===== src/rtl/morse_pkg.sv =====
// Shared Morse definitions: FSM states, letter indices, A-H code table and 7-segment glyphs.
package morse_pkg;

    typedef enum logic [1:0] {IDLE, MARK, SPACE, DONE} state_t;

    localparam logic [2:0] LTR_A = 3'd0;
    localparam logic [2:0] LTR_B = 3'd1;
    localparam logic [2:0] LTR_C = 3'd2;
    localparam logic [2:0] LTR_D = 3'd3;
    localparam logic [2:0] LTR_E = 3'd4;
    localparam logic [2:0] LTR_F = 3'd5;
    localparam logic [2:0] LTR_G = 3'd6;
    localparam logic [2:0] LTR_H = 3'd7;

    localparam int unsigned DASH_MIN_DEF = 3;
    localparam int unsigned GAP_MIN_DEF  = 3;

    // Element count and pattern per letter; last element in the LSB, 1 = dash.
    localparam logic [2:0] CODE_NE [8] = '{3'd2, 3'd4, 3'd4, 3'd3, 3'd1, 3'd4, 3'd3, 3'd4};
    localparam logic [3:0] CODE_ELEM [8] = '{4'b0001, 4'b1000, 4'b1010, 4'b0100,
                                             4'b0000, 4'b0010, 4'b0110, 4'b0000};

    // Active-low segments {g,f,e,d,c,b,a}.
    localparam logic [6:0] GLYPH [8] = '{7'h08, 7'h03, 7'h46, 7'h21,
                                         7'h06, 7'h0E, 7'h42, 7'h09};
    localparam logic [6:0] GLYPH_BLANK = 7'h7F;

    // Returns {hit, index}.
    function automatic logic [3:0] code_lookup(input logic [2:0] ne, input logic [3:0] elem);
        logic [3:0] res;
        res = 4'b0000;
        for (int i = 0; i < 8; i++) begin
            if (ne == CODE_NE[i] && elem == CODE_ELEM[i]) begin
                res = {1'b1, 3'(i)};
            end
        end
        return res;
    endfunction

endpackage


===== src/rtl/morse_tick_gen.sv =====
// Unit-tick rate divider: one-clock tick every TICK_DIV clocks.
module morse_tick_gen #(
    parameter int unsigned TICK_DIV = 25_000_000,
    parameter int unsigned CNT_W    = 28
) (
    input  logic clock,
    input  logic resetn,
    output logic tick
);

    logic [CNT_W-1:0] cnt_q;

    assign tick = (cnt_q == CNT_W'(TICK_DIV - 1));

    always_ff @(posedge clock or negedge resetn) begin
        if (!resetn) begin
            cnt_q <= '0;
        end else if (tick) begin
            cnt_q <= '0;
        end else begin
            cnt_q <= cnt_q + CNT_W'(1);
        end
    end

endmodule


===== src/rtl/morse_code_decoder.sv =====
// Morse receiver for letters A-H; samples the key once per unit tick.
// Optional MORSE_DEC_HEX_EN adds a registered active-low 7-segment output.
module morse_code_decoder
    import morse_pkg::*;
#(
    parameter int unsigned TICK_DIV = 25_000_000,
    parameter int unsigned CNT_W    = 28,
    parameter int unsigned DASH_MIN = DASH_MIN_DEF,
    parameter int unsigned GAP_MIN  = GAP_MIN_DEF
) (
    input  logic       clock,
    input  logic       resetn,
    input  logic       key_in,
    output logic [2:0] letter,
    output logic       letter_valid,
    output logic       error,
    output logic       busy
`ifdef MORSE_DEC_HEX_EN
    ,
    output logic [6:0] hex
`endif
);

    localparam logic [2:0] DASH_MIN_R = 3'(DASH_MIN);
    localparam logic [2:0] GAP_MIN_R  = 3'(GAP_MIN);

    logic       sync1_q, samp;
    logic       tick;
    state_t     state_q, state_d;
    logic [2:0] run_q, run_d, run_inc;
    logic [3:0] elem_q, elem_d;
    logic [2:0] ne_q, ne_d;
    logic       ovf_q, ovf_d;
    logic [2:0] letter_q, letter_d;
    logic       valid_q, valid_d;
    logic       error_q, error_d;
    logic [3:0] lookup;

    morse_tick_gen #(
        .TICK_DIV (TICK_DIV),
        .CNT_W    (CNT_W)
    ) u_tick_gen (
        .clock  (clock),
        .resetn (resetn),
        .tick   (tick)
    );

    always_ff @(posedge clock or negedge resetn) begin
        if (!resetn) begin
            sync1_q <= 1'b0;
            samp    <= 1'b0;
        end else begin
            sync1_q <= key_in;
            samp    <= sync1_q;
        end
    end

    assign run_inc = run_q + 3'd1;
    assign lookup  = code_lookup(ne_q, elem_q);

    // The lookup is registered on the tick that enters DONE, so the pulse lines up with DONE.
    always_comb begin
        state_d  = state_q;
        run_d    = run_q;
        elem_d   = elem_q;
        ne_d     = ne_q;
        ovf_d    = ovf_q;
        letter_d = letter_q;
        valid_d  = 1'b0;
        error_d  = 1'b0;
        unique case (state_q)
            IDLE: begin
                if (tick && samp) begin
                    state_d = MARK;
                    run_d   = 3'd1;
                    elem_d  = 4'd0;
                    ne_d    = 3'd0;
                    ovf_d   = 1'b0;
                end
            end
            MARK: begin
                if (tick) begin
                    if (samp) begin
                        if (run_q != 3'd7) begin
                            run_d = run_inc;
                        end
                    end else begin
                        if (ne_q == 3'd4) begin
                            ovf_d = 1'b1;
                        end else begin
                            elem_d = {elem_q[2:0], (run_q >= DASH_MIN_R)};
                            ne_d   = ne_q + 3'd1;
                        end
                        state_d = SPACE;
                        run_d   = 3'd1;
                    end
                end
            end
            SPACE: begin
                if (tick) begin
                    if (samp) begin
                        state_d = MARK;
                        run_d   = 3'd1;
                    end else begin
                        run_d = run_inc;
                        if (run_inc >= GAP_MIN_R) begin
                            state_d = DONE;
                            if (lookup[3] && !ovf_q) begin
                                valid_d  = 1'b1;
                                letter_d = lookup[2:0];
                            end else begin
                                error_d = 1'b1;
                            end
                        end
                    end
                end
            end
            DONE: begin
                state_d = IDLE;
            end
            default: begin
                state_d = IDLE;
            end
        endcase
    end

    always_ff @(posedge clock or negedge resetn) begin
        if (!resetn) begin
            state_q  <= IDLE;
            run_q    <= 3'd0;
            elem_q   <= 4'd0;
            ne_q     <= 3'd0;
            ovf_q    <= 1'b0;
            letter_q <= 3'd0;
            valid_q  <= 1'b0;
            error_q  <= 1'b0;
        end else begin
            state_q  <= state_d;
            run_q    <= run_d;
            elem_q   <= elem_d;
            ne_q     <= ne_d;
            ovf_q    <= ovf_d;
            letter_q <= letter_d;
            valid_q  <= valid_d;
            error_q  <= error_d;
        end
    end

    assign letter       = letter_q;
    assign letter_valid = valid_q;
    assign error        = error_q;
    assign busy         = (state_q != IDLE);

`ifdef MORSE_DEC_HEX_EN
    logic [6:0] hex_q;

    always_ff @(posedge clock or negedge resetn) begin
        if (!resetn) begin
            hex_q <= GLYPH_BLANK;
        end else if (valid_q) begin
            hex_q <= GLYPH[letter_q];
        end else if (error_q) begin
            hex_q <= GLYPH_BLANK;
        end
    end

    assign hex = hex_q;
`endif

endmodule

===== config.mk =====
export PLATFORM = sky130hd
export DESIGN_NAME = morse_code_decoder
export DESIGN_NICKNAME = d
export VERILOG_FILES = /design/src/rtl/morse_pkg.sv /design/src/rtl/morse_tick_gen.sv /design/src/rtl/morse_code_decoder.sv
export SDC_FILE = /design/constraint.sdc
export NUM_CORES = 1
export LEC_CHECK = 0
export ABC_CLOCK_PERIOD_IN_PS = 4150
export CORE_MARGIN = 2
export CORE_UTILIZATION = 45
export CTS_CLUSTER_DIAMETER = 40
export CTS_CLUSTER_SIZE = 12
export DETAILED_ROUTE_END_ITERATION = 10
export GPL_ROUTABILITY_DRIVEN = 1
export GPL_TIMING_DRIVEN = 0
export PLACE_DENSITY = 0.68
export SLEW_MARGIN = 20
export SYNTH_ARGS = -nofsm -noshare
export SYNTH_HDL_FRONTEND = slang
export SYNTH_SLANG_ARGS = --single-unit

===== constraint.sdc =====
create_clock -name clock -period 4.15 [get_ports clock]
set_input_delay 0.83 -clock clock [delete_from_list [all_inputs] [get_ports clock]]
set_output_delay 0.83 -clock clock [all_outputs]
set_load 0.01 [all_outputs]

Yosys cells after proc, flatten, opt, wreduce, memory -nomap -nowiden
Cells that the tools add are included.
{"block": "totals", "register_bits": 48, "latch_bits": 0, "ramBits": 0, "romBits": 0, "in_bits": 3, "out_inout_bits": 6, "wordCells": 109, "memories": 0}
{"block": "op_classes", "add_sub_neg": 3, "multipliers": 0, "div": 0, "n_lt_le_gt_ge": 2, "n_eq_ne": 23, "n_shift": 0, "mux": 48, "bitwise": 1, "n_reduce_logical": 21}
{"cell": "4-bit 2-to-1 mux", "count": 12}
{"cell": "3-bit 2-to-1 mux", "count": 10}
{"cell": "28-bit by 1-bit adder with 28-bit output (second input constant)", "count": 1}
{"cell": "28-bit by 25-bit == test with 1-bit output (second input constant)", "count": 1}
{"cell": "28-bit 2-to-1 mux", "count": 1}
{"cell": "5-bit AND reduction", "count": 5}
{"cell": "1-bit 2-to-1 mux", "count": 14}
{"cell": "2-bit 2-to-1 mux", "count": 6}
{"cell": "2-bit != test (second input constant)", "count": 6}
{"cell": "1-bit logical AND", "count": 10}
{"cell": "3-bit != test (second input constant)", "count": 3}
{"cell": "3-bit case mux with 3 select lines", "count": 1}
{"cell": "4-bit by 3-bit == test with 1-bit output (second input constant)", "count": 2}
{"cell": "4-bit == test (second input constant)", "count": 2}
{"cell": "2-bit case mux with 4 select lines", "count": 1}
{"cell": "4-bit case mux with 2 select lines", "count": 1}
{"cell": "3-bit by 1-bit adder with 3-bit output (second input constant)", "count": 2}
{"cell": "3-bit by 2-bit == test with 1-bit output (second input constant)", "count": 2}
{"cell": "3-bit by 2-bit >= comparator with 1-bit output (second input constant)", "count": 2}
{"cell": "3-bit case mux with 2 select lines", "count": 1}
{"cell": "2-bit == test (second input constant)", "count": 2}
{"cell": "4-bit by 1-bit == test with 1-bit output (second input constant)", "count": 1}
{"cell": "4-bit by 2-bit == test with 1-bit output (second input constant)", "count": 1}
{"cell": "4-bit zero test", "count": 1}
{"cell": "other kinds (9)", "count": 10}

Logic depth before layout (Yosys ltp)
{"block": "depth", "word_depth": 16, "ltp_mapped": 7, "ltp_nobuf": 7}

Hierarchy
Synthesis repeated with hierarchy kept, for this count alone.
{"block": "unflattened", "cells_unflattened": 256, "area_unflattened_um2": 2693.8}
{"mod": "morse_tick_gen", "n_inst": 1, "cells_per_inst": 138, "area_per_inst_um2": 1441.4, "seq_area_each_um2": 700.7}
{"mod": "morse_code_decoder", "n_inst": 1, "cells_per_inst": 118, "area_per_inst_um2": 1252.5, "seq_area_each_um2": 500.5}

Least setup slack after synthesis
OpenSTA, ideal clock, no wires.
{"block": "synth_path", "path_kind": "register to register", "from": "register u_tick_gen.cnt_q[23]", "to": "register run_q[1]", "setup_ns": 0.125, "arrival_ns": 1.971, "t_required_ns": 4.025, "setup_slack_ns": 2.054, "path_stages_with_launch": 5, "path_buffers": 0, "period_less_slack_ns": 2.096, "cell_sequence": "dfrtp_1 or4b_1 or4_4 nor4_4 mux2_2"}
{"block": "synth_between", "elab_chain_cells": 4, "word_cells_on_any_way": 6, "classes_between": "eq/ne: 4; reduce/logical: 2"}
{"item": "start, declared", "line": "morse_tick_gen.sv:11", "rtl": "logic [CNT_W-1:0] cnt_q;"}
{"item": "start signal, assigned", "line": "morse_tick_gen.sv:21", "rtl": "cnt_q <= cnt_q + CNT_W'(1);"}
{"item": "28-bit by 25-bit == test with 1-bit output (*)", "line": "morse_tick_gen.sv:13", "rtl": "assign tick = (cnt_q == CNT_W'(TICK_DIV - 1));"}
{"item": "1-bit logical AND", "line": "morse_code_decoder.sv:73", "rtl": "if (tick && samp) begin"}
{"item": "2-bit != test (no source line)"}
{"item": "5-bit AND reduction (no source line) (*)"}
{"item": "end signal, assigned", "line": "morse_code_decoder.sv:139", "rtl": "run_q <= run_d;"}
{"item": "end, declared", "line": "morse_code_decoder.sv:30", "rtl": "logic [2:0] run_q, run_d, run_inc;"}
Every way passes the cells marked *; elsewhere a longest branch is shown, timed or not.
A chain may end at the register's enable or synchronous reset.

Worst setup path in the final report
{"block": "layout_path", "from": "register state_q[0]", "to": "output busy"}
{"block": "layout_between", "elab_chain_cells": 1}
{"item": "start, declared", "line": "morse_code_decoder.sv:29", "rtl": "state_t state_q, state_d;"}
{"item": "start signal, assigned", "line": "morse_code_decoder.sv:138", "rtl": "state_q <= state_d;"}
{"item": "2-bit nonzero test", "line": "morse_code_decoder.sv:152", "rtl": "assign busy = (state_q != IDLE);"}
{"item": "end, declared", "line": "morse_code_decoder.sv:17", "rtl": "output logic busy"}
No other way between the ends.

==> metrics.csv <==
metric,value,unit
Max IR drop VDD,193,uV
GRT overflow,0,
"antenna viol nets, final",0,
post-CTS setup buffer count,0,
clock skew,0.00906,ns
Post-synth top flop,dfrtp_1,
worst-path fanout max,6,
Leakage,0.00131,uW
IO Pins,9,
crit path to,busy,
global-route usage over all layers,16.7,%
Residual DRC,0,
CP most frequent cell,inv_1,
cell area after synthesis,2640,um2
critical path's top delay family,buffers and inverters,
via count,1941,
setup ws final,1.63,ns
#FFs+latches synth,48,
Slew Limit Fails,0,
DRT iter0 DRCs,70,
ys async rst share,100,%
Rows,27,
sequential fraction of the synthesis area,45.5,%
Max Cap Viol,0,
Max-slew headroom,51.1,%
Worst Tran Pin Value,0.728,ns
nets,304,
Reg2Reg Setup Slack,1.87,ns
Die Area,6500,um2
total iterations of the first detailed-routing run,4,
met1 GRT Util,22.5,%
Setup crit end kind,output pin,
die width,80.6,um
max incr delay on CP,0.48,ns
CTS-repair resized insts,0,
CP Launch Type,flip-flop,
Wirelength per Cell,13.7,um
Max Clock Freq,0.397,GHz
Area growth syn-to-layout,9.95,%
CP required,3.32,ns
CTS tree,yes,
Mapped Nets,288,
RSZ-0062 raised after global routing,false,
Yosys cell types,46,
syn_area_per_cell,9.75,um2
Max Root-Sink Buffers,2,
fin crit share,60.6,%
hold slack,0.355,ns
number of global-route vias before repair,1859,
Overall Power,747,uW
Crit-path slowest cell,clkdlybuf4s50_1,
initial core utilization,47.4,%
H-Tree Level Count,2,
Clock Root Buffer,clkbuf_8,
worst reg2reg startpoint,ne_q[0]$_DFFE_PN0P_,
share of cells above drive strength 1,5.92,%
n_diodes,0,
synthesized instance count,271,
clock tree sinks,48,
final WL,4.92,mm
CTS hold repair buffers,0,
Die Y,80.6,um
hold crit path type,flip-flop to flip-flop,
Worst Setup Path Type,flip-flop to output pin,
initial antenna violation count,0,
Critical Path Source,state_q[0]$_DFFE_PN0P_,
WP buf/inv,3,
Ys Warns,0,
setup tns final,0,ns
"CTS clk-pin slew, worst paths",0.09,ns
Crit path depth,4,
first-pass GRT wire length,8.56,mm
status,finished clean,
crit path DAT,1.69,ns
Final Hold Viols,0,
pre-CTS setup slack,1.87,ns
Cell Pwr Density,257,nW/um2
reg2reg end,letter[0]$_DFFE_PN0P_,
vias per inst,5.41,
HPWL reported at the end of detailed placement,3.61,mm
Tmin final,2.52,ns
total core area,5570,um2
Post-synth EDFFs,0,
min-delay src,sync1_q$_DFF_PN0_,
GPL Wtd Cong,0.838,
GRT met3 Usage,3.03,%
ordered cell list for the critical path,inv_1 -> ha_1 -> inv_1 -> clkdlybuf4s50_1,
pin count of the biggest net entering global routing,33,
CTS buffer count,5,
GR peak layer,met2,
met2 Track Usage GR,27.8,%
PortBufs,8,
Worst-Skew Late Latency,0.29,ns
final setup vio count,0,
FF-to-FF path depth,7,
==> routing by layer <==
metal  wire length, um  share of wire (%)
met5                 0                  0
met4                34               0.69
met3               157                3.2
met2              2350                 48
met1              2380                 48
==> power breakdown <==
group	internal (uW)	switching [uW]	leakage (uW)
Combinational	4.36	12.5	0.000614
Clock	115	147	0.0000410
Sequential	468	0.314	0.000652
Total	587	160	0.00131
==> per-stage QoR <==
stage / instance area (um2) / std cells / util, %
final: 2900 / 359 / 52.1
after global routing: 2900 / 359 / 52.1
after CTS: 2900 / 359 / 52.1
after detailed placement: 2830 / 352 / 50.7
after global placement: 2810 / 351 / 50.4
after floorplan: 2640 / 271 / -
==> worst min path at each step <==
stage	slack, ns	end	cells past startpoint
3_5_place_dp	0.34	samp$_DFF_PN0_	0
4_1_cts	0.36	samp$_DFF_PN0_	0
3_3_place_gp	0.33	samp$_DFF_PN0_	0
6_report	0.35	samp$_DFF_PN0_	0
5_1_grt	0.37	samp$_DFF_PN0_	0
2_1_floorplan	0.33	samp$_DFF_PN0_	0
==> Yosys cell counts (2+ instances only) <==
library cell	count	area share (%)
nand2_1	16	2.3
nor3_1	8	1.5
xnor2_1	9	3.0
nor4_2	2	0.95
nor4b_1	4	1.3
nor2b_1	3	0.71
o21ai_0	11	2.1
inv_1	17	2.4
dfrtp_1	48	45
o21ai_1	7	1.3
nand3_1	18	3.4
mux2i_1	3	1.1
xor2_1	18	6.0
and4b_1	2	0.76
and4_1	3	0.99
a31oi_1	2	0.47
nor4_1	3	0.71
nor2_1	32	4.5
clkbuf_1	5	0.71
ha_1	14	6.6
a21oi_1	4	0.76
o22a_1	2	0.66
buf_2	2	0.38
nand4_1	7	1.7
mux2_1	2	0.85
and3_1	7	1.7
and2_1	3	0.71
==> cells in the final DEF (no fill, tap or decap), types with 4 or more instances in the layout <==
cell type	n
nor4b_1	4
clkbuf_8	5
a21oi_1	4
nand4_1	7
and3_1	7
dfrtp_1	48
xnor2_1	9
ha_1	14
inv_1	17
clkdlybuf4s50_1	7
nor2_1	32
xor2_1	18
o21ai_0	11
nor3_1	8
nand2_1	16
nand3_1	18
clkbuf_1	6
o21ai_1	7
==> flip-flops by register name, indices dropped and copies added (netlist names) <==
signal and cells:
error 1, ne_q 3, letter 3, run_q 3, ovf_q 1, state_q 2, letter_valid 1, sync1_q 1
samp 1, elem_q 4, u_tick_gen.cnt_q 28
==> logic make-up (layout without fill, tap and decap cells) <==
| family | after synthesis | after routing | synth area share, % |
|---|---|---|---|
| simple gates | 116 | 116 | 24.5 |
| flops | 48 | 48 | 45.5 |
| compound gates | 36 | 36 | 8.48 |
| xor+xnor | 27 | 27 | 8.95 |
| buf+inv | 24 | 40 | 3.51 |
| fa+ha+maj | 14 | 14 | 6.63 |
| mux | 6 | 6 | 2.42 |
==> cell type report <==
| cell class | count | area, um2 |
|---|---|---|
| fillers | 520 | 2670 |
| inverters | 17 | 63.8 |
| plain buffers | 7 | 28.8 |
| repair buffers | 9 | 95.1 |
| well taps | 72 | 90.1 |
| clock inverters | 1 | 5.00 |
| multi-input cells | 199 | 1350 |
| clock buffers | 6 | 72.6 |
| flip-flops and latches | 48 | 1200 |
Power figures use the tool's default switching activity.
